**src/rtl/mul_hilo_ctrl_if.sv**
```systemverilog
// Operand, product and HI/LO access bundle between a core and the multiply controller.
interface mul_hilo_ctrl_if;
    localparam int unsigned W = 32;

    logic           start;
    logic [W-1:0]   op_x;
    logic [W-1:0]   op_y;
    logic [W-1:0]   mul_x;
    logic [W-1:0]   mul_y;
    logic [2*W-1:0] mul_result;
    logic           busy;
    logic           done;
    logic [W-1:0]   hi_in;
    logic [W-1:0]   lo_in;
    logic           hi_we;
    logic           lo_we;
    logic [W-1:0]   hi_out;
    logic [W-1:0]   lo_out;

    modport slave (
        input  start, op_x, op_y, mul_result, hi_in, lo_in, hi_we, lo_we,
        output mul_x, mul_y, busy, done, hi_out, lo_out
    );

    modport master (
        output start, op_x, op_y, mul_result, hi_in, lo_in, hi_we, lo_we,
        input  mul_x, mul_y, busy, done, hi_out, lo_out
    );
endinterface

```
**src/rtl/mul_hilo_ctrl.sv**
```systemverilog
// Sequences an external combinational multiplier: registers operands, waits a fixed
// settle time, then splits the 64-bit product into the HI/LO register pair.
module mul_hilo_ctrl #(
    parameter int unsigned SETTLE_CYCLES = 2
) (
    input  logic                 clock,
    input  logic                 clear,
    mul_hilo_ctrl_if.slave       bus
);
    localparam int unsigned W     = 32;
    localparam int unsigned CNT_W = 4;

    typedef enum logic [1:0] {
        IDLE   = 2'd0,
        SETTLE = 2'd1,
        DONE   = 2'd2
    } state_e;

    state_e             state_q, state_d;
    logic [CNT_W-1:0]   cnt_q, cnt_d;
    logic [W-1:0]       mul_x_q, mul_x_d;
    logic [W-1:0]       mul_y_q, mul_y_d;
    logic [W-1:0]       hi_q, hi_d;
    logic [W-1:0]       lo_q, lo_d;
    logic               busy_q, busy_d;
    logic               done_q, done_d;

    // Next-state and datapath; HI/LO are writable only while no multiply is in flight.
    always_comb begin
        state_d = state_q;
        cnt_d   = cnt_q;
        mul_x_d = mul_x_q;
        mul_y_d = mul_y_q;
        hi_d    = hi_q;
        lo_d    = lo_q;

        unique case (state_q)
            IDLE, DONE: begin
                if (bus.hi_we) hi_d = bus.hi_in;
                if (bus.lo_we) lo_d = bus.lo_in;
                if (bus.start) begin
                    mul_x_d = bus.op_x;
                    mul_y_d = bus.op_y;
                    cnt_d   = CNT_W'(SETTLE_CYCLES - 1);
                    state_d = SETTLE;
                end else begin
                    state_d = IDLE;
                end
            end
            SETTLE: begin
                if (cnt_q != '0) begin
                    cnt_d = cnt_q - CNT_W'(1);
                end else begin
                    hi_d    = bus.mul_result[2*W-1:W];
                    lo_d    = bus.mul_result[W-1:0];
                    state_d = DONE;
                end
            end
            default: state_d = IDLE;
        endcase

        // Status flags are pure decodes of the state they will accompany.
        busy_d = (state_d == SETTLE);
        done_d = (state_d == DONE);
    end

    always_ff @(posedge clock or posedge clear) begin
        if (clear) begin
            state_q <= IDLE;
            cnt_q   <= '0;
            mul_x_q <= '0;
            mul_y_q <= '0;
            hi_q    <= '0;
            lo_q    <= '0;
            busy_q  <= 1'b0;
            done_q  <= 1'b0;
        end else begin
            state_q <= state_d;
            cnt_q   <= cnt_d;
            mul_x_q <= mul_x_d;
            mul_y_q <= mul_y_d;
            hi_q    <= hi_d;
            lo_q    <= lo_d;
            busy_q  <= busy_d;
            done_q  <= done_d;
        end
    end

    assign bus.mul_x  = mul_x_q;
    assign bus.mul_y  = mul_y_q;
    assign bus.hi_out = hi_q;
    assign bus.lo_out = lo_q;
    assign bus.busy   = busy_q;
    assign bus.done   = done_q;
endmodule

```
**src/flat_wrapper.sv**
```systemverilog
// flat-port wrapper written by rule: the top's interface ports become plain ports
module mul_hilo_ctrl_flat 
#(
    parameter int unsigned SETTLE_CYCLES = 2
)
  (clock, clear, bus_start, bus_op_x, bus_op_y, bus_mul_result, bus_hi_in, bus_lo_in, bus_hi_we, bus_lo_we, bus_mul_x, bus_mul_y, bus_busy, bus_done, bus_hi_out, bus_lo_out);
  mul_hilo_ctrl_if bus_i ();
  input  logic clock;
  input  logic clear;
  input wire logic [$bits(bus_i.start)-1:0] bus_start;
  input wire logic [$bits(bus_i.op_x)-1:0] bus_op_x;
  input wire logic [$bits(bus_i.op_y)-1:0] bus_op_y;
  input wire logic [$bits(bus_i.mul_result)-1:0] bus_mul_result;
  input wire logic [$bits(bus_i.hi_in)-1:0] bus_hi_in;
  input wire logic [$bits(bus_i.lo_in)-1:0] bus_lo_in;
  input wire logic [$bits(bus_i.hi_we)-1:0] bus_hi_we;
  input wire logic [$bits(bus_i.lo_we)-1:0] bus_lo_we;
  output wire logic [$bits(bus_i.mul_x)-1:0] bus_mul_x;
  output wire logic [$bits(bus_i.mul_y)-1:0] bus_mul_y;
  output wire logic [$bits(bus_i.busy)-1:0] bus_busy;
  output wire logic [$bits(bus_i.done)-1:0] bus_done;
  output wire logic [$bits(bus_i.hi_out)-1:0] bus_hi_out;
  output wire logic [$bits(bus_i.lo_out)-1:0] bus_lo_out;
  assign bus_i.start = bus_start;
  assign bus_i.op_x = bus_op_x;
  assign bus_i.op_y = bus_op_y;
  assign bus_i.mul_result = bus_mul_result;
  assign bus_i.hi_in = bus_hi_in;
  assign bus_i.lo_in = bus_lo_in;
  assign bus_i.hi_we = bus_hi_we;
  assign bus_i.lo_we = bus_lo_we;
  assign bus_mul_x = bus_i.mul_x;
  assign bus_mul_y = bus_i.mul_y;
  assign bus_busy = bus_i.busy;
  assign bus_done = bus_i.done;
  assign bus_hi_out = bus_i.hi_out;
  assign bus_lo_out = bus_i.lo_out;
  mul_hilo_ctrl #(.SETTLE_CYCLES(SETTLE_CYCLES)) u_core (.clock(clock), .clear(clear), .bus(bus_i));
endmodule
```
**config.mk**
```make
export PLATFORM = sky130hd
export DESIGN_NAME = mul_hilo_ctrl_flat
export DESIGN_NICKNAME = d
export VERILOG_FILES = /design/src/rtl/mul_hilo_ctrl_if.sv /design/src/rtl/mul_hilo_ctrl.sv /design/src/flat_wrapper.sv
export SDC_FILE = /design/constraint.sdc
export NUM_CORES = 1
export LEC_CHECK = 0
export CORE_MARGIN = 10
export CORE_UTILIZATION = 46
export CTS_CLUSTER_DIAMETER = 80
export DETAILED_ROUTE_END_ITERATION = 12
export DONT_BUFFER_PORTS = 1
export HOLD_SLACK_MARGIN = 0.02
export PLACE_DENSITY_LB_ADDON = 0.08
export SYNTH_ARGS = -nofsm -noshare
export SYNTH_HDL_FRONTEND = slang
export SYNTH_SLANG_ARGS = --single-unit
export TNS_END_PERCENT = 5
```
**constraint.sdc**
```tcl
create_clock -name clock -period 4.9 [get_ports clock]
set_input_delay 0.98 -clock clock [delete_from_list [all_inputs] [get_ports clock]]
set_output_delay 0.98 -clock clock [all_outputs]
set_load 0.1 [all_outputs]
```
==> flow_summary_export.csv, run 1 <==
group,metric,value,unit
outcome,status,"finished clean",
clock_network,cts_buffers,17,
setup_path,cp.arrival,3.04,ns
final_layout,num_antenna_cells,0,
setup_path,rrSetupSlack,2.11,ns
clock_network,clkTransAtPathRegs,0.05,ns
clock_network,clock_path_buffers,2,
setup_path,r2r-end,"u_core.bus.lo_out[20]$_DFFE_PP0P_",
placed_design,portBuffers,0,
global_routing,antenna_found_initial,0,
clock_network,h-tree-depth,4,
setup_path,crit_fanout,69,
global_routing,grt_pass1_vias,4158,
global_routing,grtUsageTotal,0.192,
timing,tns,0,ns
placed_design,hpwl,13.4,mm
setup_path,cp_data_required_time,5.15,ns
setup_path,cp-startpoint,"u_core.cnt_q[0]$_DFFE_PP0P_",
timing,rsz0062_at_grt,"no",
drt,drtIter0Drc,242,
die,num_rows,41,
die,start_util,0.471,
clock_network,cts_sinks,136,
timing,finalSetupViolCount,0,
clock_network,cts_root_buffer,"clkbuf_16",
global_routing,grt_max_degree,103,
global_routing,grt_overflow,0,
timing,fin_worst_skew,0.00876,ns
timing,fin_crit_sh,0.569,
setup_path,reg2regPathDepth,5,
global_routing,grt_pass1_wl,26.3,mm
synthesis,syn_inst,467,
final_layout,fin_nets,646,
die,dieHeight,134,µm
die,die_x,134,µm
timing,finalHoldViolCount,0,
timing,fmax,359,MHz
drt,avgRoutedWirePerCell,28.3,µm
clock_network,ctsResizeCount,0,
final_layout,drive_gt1_frac,0.311,
setup_path,r2r_start,"u_core.cnt_q[0]$_DFFE_PP0P_",
die,die_area,17900,µm²
setup_path,endpoint_kind,"flip-flop",
synthesis,synth_nets,666,
setup_path,critPathKind,"reg -> reg",
timing,drv_slew,0,
final_layout,syn_to_final_growth,10.0,%
setup_path,cp-start-kind,"flip-flop",
die,core_area,12700,µm²
timing,period_needed,2.79,ns
timing,max_slew.worst_pin.slew,1.09,ns
timing,max_slew_margin,0.275,
hold_path,hp-start,"u_core.cnt_q[0]$_DFFE_PP0P_",
setup_path,crit_end,"u_core.bus.lo_out[20]$_DFFE_PP0P_",
drt,via_per_inst,5.96,
clock_network,clock_latency,0.41,ns
die,io_pins,327,
placed_design,gp_congestion,0.747,
synthesis,syn_avg_cell_area,12.8,µm²
drt,drc,0,
synthesis,syn_area,5960,µm²
clock_network,tritoncts,"yes",
synthesis,yosys_warnings,0,
hold_path,hold_class,"reg -> reg",
drt,antenna_left,0,
drt,vias,3764,
synthesis,ys_types,27,
drt,dr.pass1.iters,4,
flow_run,max_cap_violations,0,
clock_network,postCtsHoldBufs,0,
clock_network,post_cts_buffers,0,
synthesis,seq_area_frac_synth,0.571,
synthesis,ys_ff_latch,136,
drt,drt-total-wl,17.9,mm
## state kept, by name, indices dropped and copies added (netlist names)
| signal | flops |
|---|---|
| u_core.cnt_q | 4 |
| u_core.bus.hi_out | 32 |
| u_core.state_q | 2 |
| u_core.bus.mul_x | 32 |
| u_core.bus.lo_out | 32 |
| u_core.bus.mul_y | 32 |
| u_core.bus.done | 1 |
| u_core.bus.busy | 1 |
## per-stage QoR
stage	worst slack (ns)	util	cell area, µm²	hold WS (ns)	cells
after detailed placement	2.11	0.474	6000	0.517	600
after CTS	2.11	0.518	6560	0.523	632
after floorplan	0.281	-	5960	0.480	467
final	2.11	0.518	6560	0.532	632
after global placement	2.22	0.474	6000	0.497	600
after global routing	1.92	0.518	6560	0.557	632
## synthesized netlist by cell type, drive strengths merged
cell	instances	share of area
or2b	1	0.0013
inv	7	0.0044
a2111o	1	0.0019
a21o	2	0.0025
a211oi	2	0.0025
nand2b	3	0.0044
o32ai	64	0.13
mux2	65	0.12
dfrtp	136	0.57
or3b	1	0.0015
clkbuf	22	0.014
o21ai	1	0.00084
a31o	1	0.0015
nor2b	4	0.0042
nor3	1	0.00084
nor2	66	0.042
a31oi	1	0.0010
ha	2	0.0042
buf	22	0.028
a21oi	65	0.061
## critical path, cell delays in order (launching register included)
cell and delay [ns]:
dfrtp_1 0.39, inv_1 0.08, ha_1 0.22, or3b_4 0.94, nand2b_4 0.82, a21oi_1 0.14
## cells by family after synthesis
family	after synthesis	share of synthesized area
AO/OA/AOI/OAI	137	0.203
adder cells (fa/ha/maj)	2	0.00419
buffers and inverters	51	0.0459
flip-flops	136	0.571
multiplexers	65	0.123
AND/OR/NAND/NOR	76	0.0537
## cell usage in the layout (no fill, tap or decap), types with 2 or more instances in the layout
cell       count
dfrtp_1      136
nor2_1        66
mux2_2        64
a21oi_1       55
o32ai_1       34
o32ai_2       30
clkbuf_16     17
a21oi_2       10
inv_1          6
clkbuf_1       6
buf_4          5
clkinv_2       4
nand2b_4       2
nor2b_4        2
a211oi_1       2
a21o_1         2
ha_1           2
clkinv_4       2
bufinv_16      2
## per-layer routing
layer	up-vias	global-route usage	part of all wire
met2	201	0.337	0.53
met4	0	0.0659	0.011
met1	1858	0.188	0.34
met3	18	0.102	0.12
met5	-	0	0
li1	1687	-	-
## worst min path at each step
stage          slack, ns  cells past startpoint                     endpoint
4_1_cts             0.52                      1  u_core.cnt_q[0]$_DFFE_PP0P_
6_report            0.53                      1  u_core.cnt_q[0]$_DFFE_PP0P_
3_3_place_gp        0.50                      1  u_core.cnt_q[0]$_DFFE_PP0P_
2_1_floorplan       0.48                      1  u_core.cnt_q[0]$_DFFE_PP0P_
3_5_place_dp        0.52                      1  u_core.cnt_q[0]$_DFFE_PP0P_
5_1_grt             0.56                      1  u_core.cnt_q[1]$_DFFE_PP0P_
## cell type report
| type | instances | area [µm²] |
|---|---|---|
| Fill cell | 1148 | 6110 |
| Sequential cell | 136 | 3400 |
| Multi-Input combinational cell | 280 | 2310 |
| Clock buffer | 24 | 462 |
| Tap cell | 172 | 215 |
| Clock inverter | 8 | 97.6 |
| Timing Repair Buffer | 5 | 37.5 |
| Inverter | 7 | 31.3 |
Power of run 1 is not shown: default switching activity piles up to over one toggle a cycle in this logic, so the estimate is an artifact.
==> inputs of run 2 (changes only) <==
==> constraint.sdc (replaced) <==
create_clock -name clock -period 2.9 [get_ports clock]
set_input_delay 0.58 -clock clock [delete_from_list [all_inputs] [get_ports clock]]
set_output_delay 0.58 -clock clock [all_outputs]
set_load 0.1 [all_outputs]
==> run 2 against run 1 <==
Setup slack worse by 1.7 ns; cell count grew 0.79%; hold slack got worse by 0.49 ns; utilization grew 1.2 points; via count up 0.48%; critical path depth rose by 1; largest cell class unchanged.
==> flow_summary_export.csv, run 2 (same netlist as run 1, synthesis figures left out) <==
group,metric,value,unit
clock_network,h-tree-depth,4,
final_layout,design_area,6710,µm²
setup_path,cp_data_required_time,3.20,ns
hold_path,hold_class,"in -> async",
global_routing,grt_overflow,0,
timing,finalSetupViolCount,0,
flow_run,max_cap_violations,0,
drt,via_per_inst,5.94,
clock_network,clock_latency,0.42,ns
clock_network,cts_root_buffer,"clkbuf_16",
global_routing,antenna_found_initial,0,
global_routing,grt_pass1_wl,26.5,mm
drt,drt-total-wl,18.0,mm
timing,fin_crit_sh,0.849,
timing,fin_worst_skew,0.00621,ns
clock_network,clock_path_buffers,2,
setup_path,cp-start-kind,"flip-flop",
die,io_pins,327,
die,die_area,17900,µm²
die,dieHeight,134,µm
final_layout,utilization,0.530,
placed_design,gp_congestion,0.763,
die,core_area,12700,µm²
timing,period_needed,2.46,ns
global_routing,grt_pass1_vias,4148,
placed_design,hpwl,13.6,mm
setup_path,crit_fanout,35,
timing,hold_ws,0.0414,ns
setup_path,endpoint_kind,"flip-flop",
final_layout,syn_to_final_growth,12.5,%
final_layout,fin_nets,651,
clock_network,tritoncts,"yes",
timing,finalHoldViolCount,0,
final_layout,fillers,1097,
clock_network,cts_buffers,17,
die,num_rows,41,
global_routing,grtUsageTotal,0.194,
final_layout,register_area,3400,µm²
drt,dr.pass1.iters,4,
drt,drc,0,
clock_network,postCtsHoldBufs,0,
clock_network,ctsResizeCount,0,
die,die_x,134,µm
drt,vias,3782,
timing,rsz0062_at_grt,"no",
global_routing,grt_max_degree,80,
drt,avgRoutedWirePerCell,28.2,µm
die,start_util,0.471,
timing,drv_slew,0,
timing,max_slew.worst_pin.slew,0.983,ns
setup_path,critPathKind,"reg -> reg",
clock_network,post_cts_buffers,0,
setup_path,cp.arrival,2.76,ns
outcome,status,"finished clean",
clock_network,cts_sinks,136,
timing,tns,0,ns
clock_network,clkTransAtPathRegs,0.06,ns
placed_design,place_area,6060,µm²
final_layout,drive_gt1_frac,0.327,
final_layout,multi_input_area,2310,µm²
final_layout,mostFrequentLayoutCell,"dfrtp_1",
drt,antenna_left,0,
final_layout,num_antenna_cells,0,
placed_design,portBuffers,0,
timing,fmax,406,MHz
timing,max_slew_margin,0.345,
final_layout,layout_common_cells,"136 x dfrtp_1, 66 x nor2_1, 64 x mux2_2",
drt,drtIter0Drc,265,
## run 2: cell types whose count changed in the layout (fill, tap and decap cells not counted), sizes merged
cell      before  now
clkinv         6    1
clkinvlp       0    5
bufinv         2    5
buf            5   10
clkbuf        24   21
## run 2: layout make-up
class | instances | area share
flip-flops and latches | 136 | 0.507
multi-input cells | 280 | 0.344
clock buffers | 21 | 0.0686
well taps | 172 | 0.0321
clock inverters | 11 | 0.0289
repair buffers | 10 | 0.0149
inverters | 7 | 0.00447
## run 2: worst max-delay path, cell delays in order, from the launching register on
cell and delay (ns):
dfrtp_1 0.38, inv_1 0.07, ha_1 0.22, or3b_4 0.60, buf_4 0.51, a21o_1 0.20
mux2_1 0.32
## run 2: layer usage
| layer | global-route usage | share of wire | vias to the layer above |
|---|---|---|---|
| met2 | 0.332 | 0.51 | 196 |
| met4 | 0.0550 | 0.015 | 0 |
| li1 | - | - | 1705 |
| met5 | 0 | 0 | - |
| met1 | 0.195 | 0.35 | 1860 |
| met3 | 0.114 | 0.13 | 21 |
## run 2: final timing paths
check                                             from                                end  slack [ns]  cells past startpoint
setup / recovery           u_core.cnt_q[0]$_DFFE_PP0P_        u_core.cnt_q[1]$_DFFE_PP0P_        0.44                      6
hold / removal                                   clear  u_core.bus.lo_out[27]$_DFFE_PP0P_        0.04                      1
setup reg to reg           u_core.cnt_q[0]$_DFFE_PP0P_        u_core.cnt_q[1]$_DFFE_PP0P_        0.44                      6
hold reg to reg            u_core.cnt_q[0]$_DFFE_PP0P_        u_core.cnt_q[0]$_DFFE_PP0P_        0.52                      1
max in group asynchronous                        clear   u_core.bus.lo_out[0]$_DFFE_PP0P_        2.02                      2
min in group clock                        bus_op_x[17]   u_core.bus.mul_x[17]$_DFFE_PP0P_        0.31                      1
## run 2: per-stage QoR
stage / setup slack (ns) / cells
after floorplan: 0.627 / 467
after global placement: 0.525 / 605
after detailed placement: 0.441 / 605
after CTS: 0.430 / 637
after global routing: 0.271 / 637
final: 0.439 / 637
Power of run 2 is left out for the same reason.
